$ cat src/rtl/matrix_vec_mult_core.sv
// Serial-MAC 2D homogeneous transform core: returns x' then y' of T*[x y 1]^T.
// Optional build macro MVC_SATURATE_EN clamps results instead of wrapping.
module matrix_vec_mult_core #(
  parameter int DATA_WIDTH = 8
) (
  input  logic                           clk,
  input  logic                           rst_n,
  input  logic                           start,
  input  logic signed [DATA_WIDTH-1:0]   x_in,
  input  logic signed [DATA_WIDTH-1:0]   y_in,
  input  logic [1:0]                     transform_type,
  input  logic signed [DATA_WIDTH-1:0]   param1,
  input  logic signed [DATA_WIDTH-1:0]   param2,
  input  logic                           cfg_we,
  input  logic [3:0]                     cfg_addr,
  input  logic signed [DATA_WIDTH-1:0]   cfg_data,
  output logic                           busy,
  output logic signed [2*DATA_WIDTH-1:0] matrix_result,
  output logic                           matrix_valid,
  output logic                           done
);
  localparam int DW = DATA_WIDTH;
  localparam int PW = 2 * DW;
  localparam int AW = PW + 2;
  localparam logic signed [DW-1:0] ZERO_C    = {DW{1'b0}};
  localparam logic signed [DW-1:0] ONE_C     = {{(DW-1){1'b0}}, 1'b1};
  localparam logic signed [DW-1:0] NEG_ONE_C = {DW{1'b1}};

  typedef enum logic [1:0] {IDLE = 2'd0, MAC = 2'd1, EMIT = 2'd2} state_t;

  state_t               state_r, state_s;
  logic signed [DW-1:0] cfg_r [0:5];
  logic signed [DW-1:0] m_r   [0:5];
  logic signed [DW-1:0] mat_s [0:5];
  logic signed [DW-1:0] x_r, y_r, m_sel_s, v_sel_s;
  logic                 row_r;
  logic [1:0]           col_r;
  logic signed [AW-1:0] acc_r;
  logic signed [PW-1:0] prod_s, red_s, result_r;
  logic                 busy_r, valid_r, done_r;

  assign busy          = busy_r;
  assign matrix_result = result_r;
  assign matrix_valid  = valid_r;
  assign done          = done_r;

  // Build rows 0..1 of the transform matrix from the request inputs
  always_comb begin
    for (int i = 0; i < 6; i++) mat_s[i] = ZERO_C;
    case (transform_type)
      2'b00: begin
        case (param1[1:0])
          2'd0: begin mat_s[0] = ONE_C;     mat_s[4] = ONE_C;     end
          2'd1: begin mat_s[1] = NEG_ONE_C; mat_s[3] = ONE_C;     end
          2'd2: begin mat_s[0] = NEG_ONE_C; mat_s[4] = NEG_ONE_C; end
          default: begin mat_s[1] = ONE_C;  mat_s[3] = NEG_ONE_C; end
        endcase
      end
      2'b01: begin mat_s[0] = param1; mat_s[4] = param2; end
      2'b10: begin
        mat_s[0] = ONE_C; mat_s[2] = param1;
        mat_s[4] = ONE_C; mat_s[5] = param2;
      end
      2'b11:   for (int i = 0; i < 6; i++) mat_s[i] = cfg_r[i];
      default: for (int i = 0; i < 6; i++) mat_s[i] = ZERO_C;
    endcase
  end

  // Select the matrix element and vector component for the current MAC step
  always_comb begin
    case (col_r)
      2'd0:    begin m_sel_s = row_r ? m_r[3] : m_r[0]; v_sel_s = x_r;   end
      2'd1:    begin m_sel_s = row_r ? m_r[4] : m_r[1]; v_sel_s = y_r;   end
      default: begin m_sel_s = row_r ? m_r[5] : m_r[2]; v_sel_s = ONE_C; end
    endcase
  end

  assign prod_s = PW'(m_sel_s) * PW'(v_sel_s);

  // Reduce the wide accumulator to the output width
`ifdef MVC_SATURATE_EN
  localparam logic signed [AW-1:0] SAT_MAX_C = {3'b000, {(PW-1){1'b1}}};
  localparam logic signed [AW-1:0] SAT_MIN_C = {3'b111, {(PW-1){1'b0}}};
  always_comb begin
    if (acc_r > SAT_MAX_C) begin
      red_s = {1'b0, {(PW-1){1'b1}}};
    end else if (acc_r < SAT_MIN_C) begin
      red_s = {1'b1, {(PW-1){1'b0}}};
    end else begin
      red_s = acc_r[PW-1:0];
    end
  end
`else
  always_comb begin
    red_s = acc_r[PW-1:0];
  end
`endif

  // FSM state register
  always_ff @(posedge clk or negedge rst_n) begin
    if (!rst_n) state_r <= IDLE;
    else        state_r <= state_s;
  end

  // FSM next-state logic
  always_comb begin
    state_s = state_r;
    case (state_r)
      IDLE:    if (start) state_s = MAC;  else state_s = IDLE;
      MAC:     if (col_r == 2'd2) state_s = EMIT; else state_s = MAC;
      EMIT:    if (row_r) state_s = IDLE; else state_s = MAC;
      default: state_s = IDLE;
    endcase
  end

  // Custom matrix registers; only writable while idle, rows 0..1 are ever read
  always_ff @(posedge clk or negedge rst_n) begin
    if (!rst_n) begin
      for (int i = 0; i < 6; i++) cfg_r[i] <= (i == 0 || i == 4) ? ONE_C : ZERO_C;
    end else if (state_r == IDLE && cfg_we && cfg_addr < 4'd6) begin
      cfg_r[cfg_addr[2:0]] <= cfg_data;
    end
  end

  // Datapath: operand latch, serial MAC and registered outputs
  always_ff @(posedge clk or negedge rst_n) begin
    if (!rst_n) begin
      for (int i = 0; i < 6; i++) m_r[i] <= ZERO_C;
      x_r <= ZERO_C; y_r <= ZERO_C;
      row_r <= 1'b0; col_r <= 2'd0; acc_r <= '0;
      result_r <= '0; valid_r <= 1'b0; done_r <= 1'b0; busy_r <= 1'b0;
    end else begin
      valid_r <= 1'b0;
      done_r  <= 1'b0;
      case (state_r)
        IDLE: begin
          if (start) begin
            for (int i = 0; i < 6; i++) m_r[i] <= mat_s[i];
            x_r <= x_in; y_r <= y_in;
            row_r <= 1'b0; col_r <= 2'd0; acc_r <= '0;
            busy_r <= 1'b1;
          end
        end
        MAC: begin
          acc_r <= acc_r + AW'(prod_s);
          col_r <= col_r + 2'd1;
        end
        EMIT: begin
          result_r <= red_s;
          valid_r  <= 1'b1;
          acc_r    <= '0;
          col_r    <= 2'd0;
          row_r    <= 1'b1;
          if (row_r) begin
            done_r <= 1'b1;
            busy_r <= 1'b0;
            row_r  <= 1'b0;
          end
        end
        default: begin
          busy_r <= 1'b0;
        end
      endcase
    end
  end

endmodule
$ cat config.mk
export PLATFORM = sky130hd
export DESIGN_NAME = matrix_vec_mult_core
export DESIGN_NICKNAME = d
export VERILOG_FILES = /design/src/rtl/matrix_vec_mult_core.sv
export SDC_FILE = /design/constraint.sdc
export NUM_CORES = 1
export LEC_CHECK = 0
export ABC_AREA = 1
export CORE_ASPECT_RATIO = 1.4
export CORE_MARGIN = 2
export CORE_UTILIZATION = 30
export DETAILED_ROUTE_END_ITERATION = 12
export DONT_BUFFER_PORTS = 1
export GPL_ROUTABILITY_DRIVEN = 0
export GPL_TIMING_DRIVEN = 1
export PLACE_DENSITY = 0.52
export SLEW_MARGIN = 20
export SYNTH_ARGS = -nofsm -noshare
export SYNTH_HDL_FRONTEND = slang
export SYNTH_SLANG_ARGS = --single-unit
$ cat constraint.sdc
create_clock -name clk -period 5.1 [get_ports clk]
set_clock_uncertainty 0.05 [all_clocks]
set_input_delay 1.02 -clock clk [delete_from_list [all_inputs] [get_ports clk]]
set_output_delay 1.02 -clock clk [all_outputs]
set_load 0.02 [all_outputs]
==> results by group <==
Run status
  – Status: finished with violations
  – Failing checks: negative setup slack

Synthesis
  – Post-Syn Area: 0.00979 sq mm
  – Syn Nets: 1345
  – Mean Syn Cell Area: 8.30 sq um
  – Synth Register Bits: 152
  – Asr flop ratio synth: 1.00
  – Yosys warning count: 0
  – Synth Instances: 1180
  – Synth unique cells: 36
  – Top FF cell, synth: dfrtp_1
  – Seq/Total Area, Yosys: 0.389
  – EDFF count, synth: 0

Final layout
  – Share of cells above drive strength 1: 0.188
  – Multi-input combinational cell area: 0.00552 sq mm
  – Area growth syn-to-layout: 22.2%
  – Register area: 0.00381 sq mm
  – Final net count: 1413
  – Fill count: 3329
  – Antenna cells: 0

Timing
  – Final worst-path setup slack: -0.165 ns
  – Max Fclk: 190 MHz
  – RSZ-0062 raised after global routing: true
  – Max_slew headroom: 0.317
  – Measured slew at the worst slew-check pin: 1.02 ns
  – Max Slew Vio Count: 0
  – Final setup TNS: -0.906 ns
  – Hold Fails Final Rpt: 0
  – Fin crit share: 1.03
  – Final Setup Violations: 9
  – Post-layout min period: 5.27 ns

Die
  – Die area: 0.0341 sq mm
  – Core Rows: 78
  – Core Area: 0.0323 sq mm
  – Initial Utilization: 0.303
  – I/O pins: 69
  – Die height: 218 um
  – Die Wd: 157 um

Global routing
  – Antenna violations before repair: 1
  – Vias in the first global route: 8197
  – First-pass GRT wire length: 42.8 mm
  – Grt total ovfl: 0
  – GRT Overall Usage: 0.162
  – Pin count of the biggest net entering global routing: 153

Drt
  – TritonRoute pass-1 iters: 5
  – DRT antenna net count: 0
  – Vias post-DR: 7710
  – DRC: 0
  – Wire length per cell: 15.4 um
  – Via density: 4.53
  – Starting DRT DRC Count: 326
  – DRT Wirelength: 26.2 mm

Worst setup path
  – CP required: 5.34 ns
  – Endpoint kind of the worst setup timing path: flip-flop
  – CP Launch Type: flip-flop
  – Worst R2R Path Depth: 21
  – Critical Path, Cell by Cell: inv_2 -> ha_4 -> nor2_4 -> buf_6 -> o21ai_2 -> o211ai_1 -> buf_4 -> nand2_4 -> fa_1 -> inv_1 -> fa_1 -> fa_1 -> fa_1 -> fa_2 -> ha_4 -> inv_4 -> o31ai_4 -> buf_4 -> a21oi_1 -> o21ai_1 -> o21ai_1
  – Critical path class: flip-flop to flip-flop
  – Crit Reg-Reg Startpoint: col_r[0]
  – FF-to-FF End: acc_r[8]
  – CP arrival: 5.51 ns
  – Max Fanout on Critical Path: 6
  – Most used cell, CP: fa_1
  – Max stage delay on crit path: 0.57 ns
  – Slowest CP cell: fa_1
  – R2R Setup Slk: -0.17 ns

CTS
  – H-tree depth: 4
  – Max Root-Sink Buffers: 2
  – Worst-path clk slew: 0.07 ns
  – Root Driver: clkbuf_16
  – # hold bufs at CTS: 0
  – # clock sinks: 152
  – Clock latency on the worst-skew pair: 0.44 ns
  – CTS tree: yes
  – Total CTS buffers: 17

Min path
  – Hold Path Class: input pin to asynchronous set/reset pin

Placement
  – Port Buffers: 0
  – Post-DP HPWL: 19.5 mm

Job
  – Max-cap violation count: 0
## how the worst max path moves through the flow
stage / start / end / slack (ns) / depth (start not counted)
floorplan: col_r[0] / acc_r[13] / 0.01 / 24
global placement: col_r[0] / acc_r[13] / -0.33 / 22
detailed placement: col_r[0] / acc_r[13] / -0.42 / 21
CTS: col_r[0] / acc_r[12] / -0.13 / 20
global route: col_r[0] / acc_r[12] / -0.32 / 22
finish: col_r[0] / acc_r[8] / -0.17 / 21
## cell families (layout without fill, tap and decap cells)
family | Yosys count | count (layout) | synth area share
simple gates | 447 | 447 | 0.182
buf+inv | 246 | 327 | 0.0980
compound gates | 217 | 217 | 0.128
flops | 152 | 152 | 0.389
fa+ha+maj | 115 | 115 | 0.201
xor+xnor | 3 | 3 | 0.00268
## timing repair
action / in CTS / in global routing
pin swaps: 53 / 48
buffers inserted: 15 / 10
gates resized for setup: 63 / 57
endpoints found under the setup margin: 9 / 10
## cells in the mapped netlist (4+ instances only)
| cell type | number | area share |
|---|---|---|
| a22o_1 | 6 | 0.0054 |
| nor3_1 | 4 | 0.0020 |
| inv_1 | 200 | 0.077 |
| a21oi_1 | 42 | 0.021 |
| o22ai_1 | 18 | 0.012 |
| nor2_1 | 61 | 0.023 |
| o211ai_1 | 8 | 0.0061 |
| buf_6 | 4 | 0.0046 |
| nand2_1 | 357 | 0.14 |
| o21ai_1 | 40 | 0.020 |
| a31oi_1 | 18 | 0.012 |
| o21ai_0 | 65 | 0.033 |
| a22oi_1 | 6 | 0.0046 |
| or2_2 | 4 | 0.0026 |
| nand3_2 | 4 | 0.0041 |
| dfrtp_1 | 150 | 0.38 |
| clkinv_1 | 4 | 0.0015 |
| clkbuf_1 | 32 | 0.012 |
| buf_2 | 5 | 0.0026 |
| nand3_1 | 11 | 0.0056 |
| fa_1 | 71 | 0.15 |
| ha_1 | 44 | 0.056 |
| o21ai_2 | 8 | 0.0072 |
## cell type report
cell class	instances	area share
multi-input combinational	782	0.461
inverter	205	0.0667
tap	440	0.0460
timing repair buffer	90	0.0621
clock buffer	20	0.0365
clock inverter	12	0.00962
sequential	152	0.318
## worst max-delay path: cells and delay by family (launching register included)
family	cells	cell delay, ns
AO/OA/AOI/OAI	6	0.66
adder cells (fa/ha/maj)	7	3.10
buffers and inverters	6	0.63
flip-flops	1	0.42
AND/OR/NAND/NOR	2	0.25
## stage by stage
stage	worst slack (ns)	area [sq um]	utilization	std cells	hold WS, ns
floorplan	0.0147	9850	-	1180	0.398
global placement	-0.334	10700	0.332	1644	0.412
detailed placement	-0.418	10700	0.332	1644	0.417
CTS	-0.131	11700	0.363	1691	0.206
global route	-0.322	12000	0.370	1701	0.210
finish	-0.165	12000	0.370	1701	0.239
## metal layers
metal,vias up,global-route usage,routed length (um)
li1,3823,-,-
met4,2,0.0621,768
met2,132,0.296,13700
met1,3706,0.187,10800
met5,-,0,13
met3,47,0.0298,857
## state kept, by name, summed over array words and instances (netlist names)
| signal | cells |
|---|---|
| cfg_r | 48 |
| m_r | 48 |
| acc_r | 16 |
| matrix_result | 16 |
| x_r | 8 |
| y_r | 8 |
| col_r | 2 |
| state_r | 2 |
| busy | 1 |
| done | 1 |
| matrix_valid | 1 |
| row_r | 1 |
## placed cells by master (no fill, tap or decap), types with 7 or more instances in the layout
cell type	synthesis	final
o22ai_1	18	17
clkbuf_16	0	17
inv_1	200	180
nor2_1	61	57
buf_4	0	79
a21oi_2	0	7
o211ai_1	8	8
dfrtp_1	150	150
a31oi_1	18	18
nand2_2	0	14
fa_1	71	65
o21ai_2	8	12
inv_2	1	17
ha_4	0	20
a21oi_1	42	34
o21ai_1	40	49
nand2_1	357	338
o21ai_0	65	51
ha_1	44	24
nand3_1	11	9
buf_6	4	8
Power is not shown: default switching activity piles up to over one toggle a cycle in this logic, so the estimate is an artifact.
